File: config.mk
export PLATFORM = sky130hd
export DESIGN_NAME = fetch_queue
export DESIGN_NICKNAME = d
export VERILOG_FILES = /design/src/rtl/fetch_queue_pkg.sv /design/src/rtl/fetch_queue_ptr.sv /design/src/rtl/fetch_queue.sv
export SDC_FILE = /design/constraint.sdc
export NUM_CORES = 2
export LEC_CHECK = 0
export ABC_AREA = 1
export CAP_MARGIN = 20
export CELL_PAD_IN_SITES_DETAIL_PLACEMENT = 1
export CELL_PAD_IN_SITES_GLOBAL_PLACEMENT = 1
export CORE_MARGIN = 5
export CORE_UTILIZATION = 47
export DETAILED_ROUTE_END_ITERATION = 10
export PLACE_DENSITY_LB_ADDON = 0.1
export SLEW_MARGIN = 20
export SYNTH_ARGS = -nofsm -noshare
export SYNTH_HDL_FRONTEND = slang
export SYNTH_SLANG_ARGS = --single-unit
File: constraint.sdc
create_clock -name clk -period 11.5 [get_ports clk]
set_input_delay 2.3 -clock clk [delete_from_list [all_inputs] [get_ports clk]]
set_output_delay 2.3 -clock clk [all_outputs]
set_load 0.1 [all_outputs]
File: src/rtl/fetch_queue_pkg.sv
// Shared defaults and helpers for the dual-issue fetch queue.
// Optional build macro used by this slice: FETCH_QUEUE_BYPASS_EN.
package fetch_queue_pkg;

  localparam int FQ_DEPTH = 8;
  localparam int PC_BUS   = 32;
  localparam int INST_BUS = 32;

  // issue[1] qualifies slot 1 (older), issue[0] qualifies slot 2 (younger).
  typedef enum logic [1:0] {
    ISSUE_NONE  = 2'b00,
    ISSUE_SLOT2 = 2'b01,
    ISSUE_SLOT1 = 2'b10,
    ISSUE_BOTH  = 2'b11
  } issue_e;

  function automatic logic [1:0] popcount2(input logic [1:0] v);
    return {1'b0, v[1]} + {1'b0, v[0]};
  endfunction

endpackage

File: src/rtl/fetch_queue_ptr.sv
// Head/tail/count bookkeeping for fetch_queue: enqueue/dequeue clipping and stop.
// With FETCH_QUEUE_BYPASS_EN, an empty queue lets ID consume same-cycle fetches.
module fetch_queue_ptr
  import fetch_queue_pkg::*;
#(
  parameter  int DEPTH = FQ_DEPTH,
  localparam int PTR_W = $clog2(DEPTH),
  localparam int CNT_W = PTR_W + 1
) (
  input  logic             clk,
  input  logic             rst,
  input  logic             flush,
  input  logic [1:0]       issue,
  input  logic [1:0]       deq,
  output logic [PTR_W-1:0] head,
  output logic [PTR_W-1:0] tail,
  output logic [CNT_W-1:0] count,
  output logic             stop,
  output logic             enq
);

  logic [1:0]       nenq;
  logic [1:0]       ndeq;
  logic [1:0]       deq_c;
  logic [CNT_W-1:0] avail;

  always_comb begin
    // stop looks only at the registered count, so IF never sees a path from issue/deq.
    stop  = count > CNT_W'(DEPTH - 2);
    enq   = !stop && !flush;
    nenq  = enq ? popcount2(issue) : 2'd0;
    deq_c = (deq == 2'b11) ? 2'd2 : deq;
`ifdef FETCH_QUEUE_BYPASS_EN
    // Bypassed entries are written at tail and retired at once by advancing head past them.
    avail = (count == '0) ? CNT_W'(nenq) : count;
`else
    avail = count;
`endif
    ndeq  = (CNT_W'(deq_c) > avail) ? avail[1:0] : deq_c;
  end

  // NOTE: state registers use non-blocking assignments and an async reset branch only.
  always_ff @(posedge clk or posedge rst) begin
    if (rst) begin
      head  <= '0;
      tail  <= '0;
      count <= '0;
    end else if (flush) begin
      head  <= '0;
      tail  <= '0;
      count <= '0;
    end else begin
      head  <= head + PTR_W'(ndeq);
      tail  <= tail + PTR_W'(nenq);
      count <= count + CNT_W'(nenq) - CNT_W'(ndeq);
    end
  end

  deq_legal: assert property (@(posedge clk) disable iff (rst)
    !flush |-> (deq != 2'b11 && CNT_W'(deq) <= avail))
    else $error("fetch_queue: deq=%0d exceeds available entries %0d", deq, avail);

endmodule

File: src/rtl/fetch_queue.sv
// Dual-issue instruction queue between IF and ID: entry storage and output muxing.
// Define FETCH_QUEUE_BYPASS_EN to forward fetches to ID in the same cycle when empty.
module fetch_queue
  import fetch_queue_pkg::*;
#(
  parameter int DEPTH  = FQ_DEPTH,
  parameter int PC_W   = PC_BUS,
  parameter int INST_W = INST_BUS
) (
  input  logic              clk,
  input  logic              rst,
  input  logic              flush,
  input  logic [1:0]        issue,
  input  logic [PC_W-1:0]   in1_pc,
  input  logic [PC_W-1:0]   in1_npc,
  input  logic [INST_W-1:0] in1_inst,
  input  logic [PC_W-1:0]   in2_pc,
  input  logic [PC_W-1:0]   in2_npc,
  input  logic [INST_W-1:0] in2_inst,
  output logic              stop,
  output logic              out1_valid,
  output logic [PC_W-1:0]   out1_pc,
  output logic [PC_W-1:0]   out1_npc,
  output logic [INST_W-1:0] out1_inst,
  output logic              out2_valid,
  output logic [PC_W-1:0]   out2_pc,
  output logic [PC_W-1:0]   out2_npc,
  output logic [INST_W-1:0] out2_inst,
  input  logic [1:0]        deq
);

  localparam int PTR_W = $clog2(DEPTH);
  localparam int CNT_W = PTR_W + 1;

  typedef struct packed {
    logic [PC_W-1:0]   pc;
    logic [PC_W-1:0]   npc;
    logic [INST_W-1:0] inst;
  } entry_t;

  logic [PTR_W-1:0] head, tail, head_nx, tail_nx;
  logic [CNT_W-1:0] count;
  logic             enq;
  entry_t           mem [DEPTH];
  entry_t           slot0, slot1, d1, d2;
  logic             v1, v2;

  fetch_queue_ptr #(.DEPTH(DEPTH)) u_ptr (
    .clk   (clk),
    .rst   (rst),
    .flush (flush),
    .issue (issue),
    .deq   (deq),
    .head  (head),
    .tail  (tail),
    .count (count),
    .stop  (stop),
    .enq   (enq)
  );

  assign head_nx = head + PTR_W'(1);
  assign tail_nx = tail + PTR_W'(1);

  // Compact the fetch pair so the oldest valid slot always lands at tail.
  assign slot0 = issue[1] ? entry_t'{in1_pc, in1_npc, in1_inst}
                          : entry_t'{in2_pc, in2_npc, in2_inst};
  assign slot1 = entry_t'{in2_pc, in2_npc, in2_inst};

  // NOTE: entry storage has no reset; the valid flags derived from count guard it.
  always_ff @(posedge clk) begin
    if (enq && issue != ISSUE_NONE) mem[tail]    <= slot0;
    if (enq && issue == ISSUE_BOTH) mem[tail_nx] <= slot1;
  end

  always_comb begin
    v1 = count != '0;
    v2 = count >= CNT_W'(2);
    d1 = mem[head];
    d2 = mem[head_nx];
`ifdef FETCH_QUEUE_BYPASS_EN
    if (count == '0 && !flush) begin
      v1 = issue != ISSUE_NONE;
      v2 = issue == ISSUE_BOTH;
      d1 = slot0;
      d2 = slot1;
    end
`endif
    if (!v1) d1 = '0;
    if (!v2) d2 = '0;
  end

  assign out1_valid = v1;
  assign out1_pc    = d1.pc;
  assign out1_npc   = d1.npc;
  assign out1_inst  = d1.inst;
  assign out2_valid = v2;
  assign out2_pc    = d2.pc;
  assign out2_npc   = d2.npc;
  assign out2_inst  = d2.inst;

endmodule

# == After elaboration in Yosys (flattened, before gate mapping) ==
# Memory sizes are Yosys's and may differ from the RTL's.
# Cells that the tools add are included.
# totals
ff_bits,10
memories,1
inputBits,199
ram_bits,768
# mem_list
memory,words,width,read_ports,rd_ports_with_merged_regs,wr,line_no,text
mem,8,96,2,0,2,fetch_queue.sv:44,entry_t mem [DEPTH];
# op_classes
add_sub_neg,7
n_reduce_logical,7
n_mux,13
eq_ne,2
n_lt_le_gt_ge,3
# op_table
op,count
96-bit 2-to-1 mux,3
"3-bit by 1-bit adder with 3-bit output, second input constant",2
3-bit by 2-bit adder with 3-bit output,2
2-bit 2-to-1 mux,3
3-bit 2-to-1 mux,2
4-bit by 2-bit adder with 4-bit output,1
"2-bit equality test, second input constant",2
"4-bit by 2-bit >= comparator with 1-bit output, second input constant",1
2-bit by 4-bit greater-than comparator with 1-bit output,1
"4-bit by 3-bit greater-than comparator with 1-bit output, second input constant",1
1-bit 2-to-1 mux,4
4-bit 2-to-1 mux,1
4-bit nonzero test,1
4-bit by 2-bit subtractor with 4-bit output,1
1-bit logical AND,3
1-bit by 1-bit adder with 2-bit output,1
1-bit zero test,2
2-bit nonzero test,1

# == Longest topological paths before layout ==
# depth
word_depth,7
mapped_depth,16

# == By module ==
# From an unflattened synthesis, not the netlist that was laid out.
# hier_totals
hier_cells,7162
area_unflattened_um2,50923.8
# by_module_without_submodules
module,n_inst,cells_per_inst,area_per_inst_um2
fetch_queue,1,7073,50165.6
fetch_queue_ptr,1,89,758.2

# == Worst setup path before layout ==
# No wires, ideal clock.
# synth_timing
path_type,in2reg
from,in issue[1]
to,mem mem[0][0] in the netlist's numbering (enable)
t_required_ns,11.042
setup_time_ns,0.458
n_path_buf,2
arrival_ns,5.348
path_slack_ns,5.695
path_stages,7
path_cell_list,buf_2 > inv_2 > clkbuf_1 > ha_1 > nor2_1 > nand3_1 > nand2_1
# synth_rtl
element,line_no,text
start: declaration,fetch_queue.sv:13,"input logic [1:0] issue,"
end: declaration,fetch_queue.sv:44,

# == Final worst setup path ==
# layout_timing
from,reg u_ptr.head[1]
to,out out2_inst[3]
# layout_via
elab_chain_cells,3
# layout_lines
element,line_no,text
start: declaration,fetch_queue_ptr.sv:15,"output logic [PTR_W-1:0] head,"
start signal: assignment,fetch_queue_ptr.sv:53,head <= head + PTR_W'(ndeq);
3-bit by 1-bit adder with 3-bit output,fetch_queue.sv:61,assign head_nx = head + PTR_W'(1);
memory 8 x 96 bit,--,
96-bit 2-to-1 mux,fetch_queue.sv:89,if (!v2) d2 = '0;
end: declaration,fetch_queue.sv:28,"output logic [INST_W-1:0] out2_inst,"
# Every way passes these cells.

==> impl_summary.md <==
Worst setup path
The origin of the worst setup path is u_ptr.head[1]. The worst-path maximum fanout is between 80 and 90. The worst setup path is captured at an output pin. The worst-case register-to-register setup slack is between 5000 and 6000 ps. The startpoint identified for the worst register-to-register timing path is u_ptr.count[3]. STA puts the critical path data arrival time at approximately 5800 ps. The worst setup path endpoint is out2_inst[3]. The worst register-to-register path ends at mem[6][18]. The required time at the endpoint of the critical path is between 9000 and 10000 ps. The number of cells on the worst reg-to-reg path is 10. STA classifies the critical path startpoint as a register. The critical path is of the reg2out type.

Cells and area
The proportion of layout cells with a drive suffix above 1 is between 2 and 3%. The post-layout utilization of the core is a little over half. Excluding fillers, the count of instances in the completed layout stands at roughly 9300.

The summed area of non-filler cells in the final layout is 0.0595 mm2. The synthesis-to-finish area growth is 12.6%. In the final design database the tool counted approximately 7900 nets.

Floorplan
Measured along the y axis, the die boundary spans ~350 um. The area enclosed by the die boundary is 0.119 mm2. The initial utilization of the core area, before any placement, comes to 47.1%. The cell row count is about 120. The region available for standard cell placement spans between 0.1 and 0.15 mm2. The number of top-level design ports is between 300 and 400. Measured along the x axis, the die boundary spans between 300 and 400 um.

STA
Timing would allow up to 0.124 GHz. The final number of max-transition violations is 0. After layout, the worst setup slack is between 3000 and 4000 ps. Setup repair after global routing left no endpoint under its margin. The clock period minus worst slack is between 8000 and 9000 ps. The final hold violation count came to 0.

The transition at the pin with the smallest max-transition slack is about 1200 ps. Setup violations remaining at the end of the flow were counted as 0. In this run the tightest slew margin relative to its limit is around 18%. On the final layout, the worst clock skew is around 27 ps. The sum of negative setup slack is 0 ps. The ratio of final minimum period to clock period is a little over two thirds.

Routing
For this block, the initial DRC count from the detailed router was roughly 5600. The wire length reported by the detailed router is 230000 um. Before antenna repair, the detailed router went through 5 iterations. In the detailed route, the total length drawn on met3 is around 22000 um. The met1 wire length is 87400 um. Dividing the detail-routed wire length by the instance count gives approximately 25 um. The routed via count is 55800.

Signal routing reaches up to met5. The count of nets left with antenna violations once routing finished came out at 0. In the detailed route, the total length drawn on met2 is ~110000 um.

After detailed routing, the number of remaining DRC violations is 0. Using the TritonRoute via totals, the vias-per-cell ratio works out to 6.01.

Clock tree
The H-tree generated during clock tree synthesis spans 3 levels. The number of gates resized after cts is 0. The clock-pin transition on the worst setup and hold timing paths is about 60 ps. The clock net sink count is ~780.

The tree is rooted in a sky130_fd_sc_hd__clkbuf_16. At the later pin of the worst-skew pair, clock insertion delay measures ~690 ps. The number of CTS-inserted buffers is 94. The hold-fix buffer count after cts is 0. In this run the post-CTS setup repair buffer count came out at 0. The TritonCTS clock tree is built. The maximum root-to-sink buffer count is 3.

Synth
The share of synthesized area in the top cell type comes to 43.6%. The most common flop cell mapped by yosys is sky130_fd_sc_hd__edfxtp_1. During synthesis, Yosys emitted a total of 0 warnings.

By instance count, the leading cell after synthesis is sky130_fd_sc_hd__nand2_1. The post-synthesis instance area is ~0.053 mm2. The library cell occupying the most area in the post-synthesis netlist is sky130_fd_sc_hd__edfxtp_1.

The post-synthesis net count is approximately 8000. The mean post-synth cell area is 6.75 um2. Counting flops with a built-in enable in the synthesized netlist gives between 700 and 800. The synthesized instance count is ~7800. The flop and latch count out of synthesis is between 700 and 800.

After synthesis, the share of flip-flops with an asynchronous set or reset is 1.29%. The number of distinct library cell variants in the gate-level netlist after synthesis is 26. After synthesis, the cell types taking the most area are sky130_fd_sc_hd__edfxtp_1 (44%), sky130_fd_sc_hd__nand2_1 (21%), sky130_fd_sc_hd__nand3_1 (12%), sky130_fd_sc_hd__nor2_1 (5.6%), sky130_fd_sc_hd__o21ai_0 (4.5%). After synthesis, the most frequently instantiated cells are sky130_fd_sc_hd__nand2_1 (2994), sky130_fd_sc_hd__nand3_1 (1261), sky130_fd_sc_hd__nor2_1 (784), sky130_fd_sc_hd__edfxtp_1 (768), sky130_fd_sc_hd__inv_1 (608). The share of the Yosys chip area taken by registers is 44.1%.

Placed design
OpenSTA, run right after detailed placement, puts the worst setup slack at about 3800 ps. The estimated wirelength of the detail-placed design is roughly 120000 um. The count of buffers from port buffering is a little under 400. In this run the cell area measured after placement is roughly 0.057 mm2. The congestion estimate from routability-driven global placement came to around 0.81. The count of placed standard cells including taps is between 9000 and 10000.

Global routing
The initial antenna violation count is 5. Entering global routing, the biggest net connects 201 pins. Summed over all layers, the global routing overflow is 0.

The first-pass GRT wire length is about 340000 um. The via count of the first global-routing pass is 57600. The overall fraction of global-route tracks in use is 36.8%.

Job
The count of max-cap constraint violations is 0.

Power
The maximum vdd ir drop is approximately 0.00046 V. The clock group share of total power is ~14%. The standby leakage power is 27.5 nW. The internal power contribution is roughly 8 mW. The analysis attributes to net switching a power of between 10 and 15 mW. Sequential cells burn between 10% and 20% of the power. Dividing total power by cell area gives a power density of approximately 340 mW/mm2. The proportion of total power due to net switching is about three fifths.

The share of total power dissipated in combinational logic is between 60 and 70%.

Run status
The flow ran to the end, and the final reports show no timing, DRC or antenna violations.

Min path
The tightest min-delay check is of the reg2reg type.
-- cells in the final DEF (no fill, tap or decap), types with 2 or more instances in the layout --
cell,Yosys,routed
sky130_fd_sc_hd__buf_12,0,5
sky130_fd_sc_hd__nor2_4,8,9
sky130_fd_sc_hd__inv_4,0,3
sky130_fd_sc_hd__nand2_8,0,8
sky130_fd_sc_hd__clkinv_2,0,10
sky130_fd_sc_hd__buf_4,3,54
sky130_fd_sc_hd__bufinv_16,0,3
sky130_fd_sc_hd__dfrtp_4,0,3
sky130_fd_sc_hd__nand3_1,1261,1259
sky130_fd_sc_hd__clkdlybuf4s50_1,0,392
sky130_fd_sc_hd__nand3_4,0,2
sky130_fd_sc_hd__nor2_1,784,784
sky130_fd_sc_hd__clkbuf_1,405,24
sky130_fd_sc_hd__buf_6,1,6
sky130_fd_sc_hd__o21ai_1,107,107
sky130_fd_sc_hd__clkbuf_16,0,97
sky130_fd_sc_hd__nand2_1,2994,2985
sky130_fd_sc_hd__clkinv_1,0,29
sky130_fd_sc_hd__inv_2,4,2
sky130_fd_sc_hd__clkinvlp_4,0,2
sky130_fd_sc_hd__edfxtp_1,768,768
sky130_fd_sc_hd__buf_16,0,2
sky130_fd_sc_hd__diode_2,0,3
sky130_fd_sc_hd__ha_1,15,14
sky130_fd_sc_hd__xnor2_1,2,2
sky130_fd_sc_hd__a21oi_1,101,101
sky130_fd_sc_hd__fa_1,4,4
sky130_fd_sc_hd__dfrtp_1,10,7
sky130_fd_sc_hd__o21ai_0,472,472
sky130_fd_sc_hd__inv_1,608,604
sky130_fd_sc_hd__nand3_2,5,5
sky130_fd_sc_hd__nand2_4,0,8
sky130_fd_sc_hd__inv_6,0,6
-- power groups by stage --
stage | sequential [mW] | combinational (mW) | clock [mW]
3_5_place_dp | 3.57 | 13.7 | 0
2_1_floorplan | 3.47 | 9.90 | 0
5_1_grt | 3.50 | 14.6 | 2.99
4_1_cts | 3.52 | 13.8 | 2.87
6_report | 3.48 | 14.0 | 2.86
3_3_place_gp | 3.57 | 13.5 | 0
-- stage by stage --
stage	power [mW]	hold slack, ps
global placement	17.1	654
detailed placement	17.3	703
CTS	20.2	710
finish	20.3	718
global route	21.0	743
floorplan	13.4	593
-- worst min path at each step --
stage | startpoint | to | slack, ps | cells after the start
after floorplan | u_ptr.tail[2] | u_ptr.tail[2] | 590 | 2
after global placement | u_ptr.tail[2] | u_ptr.tail[2] | 650 | 2
after detailed placement | u_ptr.tail[2] | u_ptr.tail[2] | 700 | 2
after CTS | u_ptr.tail[2] | u_ptr.tail[2] | 710 | 2
after global routing | u_ptr.tail[2] | u_ptr.tail[2] | 740 | 2
final | u_ptr.tail[2] | u_ptr.tail[2] | 720 | 2
-- sequential cells by signal, indices dropped and copies added (netlist names) --
register,flops
mem,768
u_ptr.tail,3
u_ptr.head,3
u_ptr.count,4
-- cells by family after synthesis --
family	Yosys count	synth area share (%)
adders and majority gates	19	0.506
and+or+nand+nor	5062	39.1
xor gates and xnor gates	3	0.0639
DFF	778	44.1
buffers and inverters	1293	9.75
AOI/OAI and AO/OA	681	6.45
-- layout make-up --
cell class / count / area [um2]
Antenna cell: 3 / 7.51
Clock buffer: 121 / 2520
Clock inverter: 48 / 299
Fill cell: 14400 / 52700
Inverter: 612 / 2320
Multi-Input combinational cell: 5765 / 24600
Sequential cell: 778 / 23300
Tap cell: 1500 / 1880
Timing Repair Buffer: 459 / 4550
-- critical path: stages, from the launching register on --
cell                              delay (ps)
sky130_fd_sc_hd__dfrtp_4                 800
sky130_fd_sc_hd__ha_4                    550
sky130_fd_sc_hd__inv_6                   820
sky130_fd_sc_hd__buf_4                   790
sky130_fd_sc_hd__o21ai_0                 190
sky130_fd_sc_hd__nor2_1                  140
sky130_fd_sc_hd__nor2_1                   60
sky130_fd_sc_hd__nor2_1                  430
sky130_fd_sc_hd__clkdlybuf4s50_1        1250
-- metal layers --
metal / track usage, % / vias up
met5: 0 / -
met4: 16.3 / 6
met3: 6.13 / 686
met2: 62.9 / 2915
met1: 45.8 / 27400
li1: - / 24900
Power figures use the tool's default switching activity.
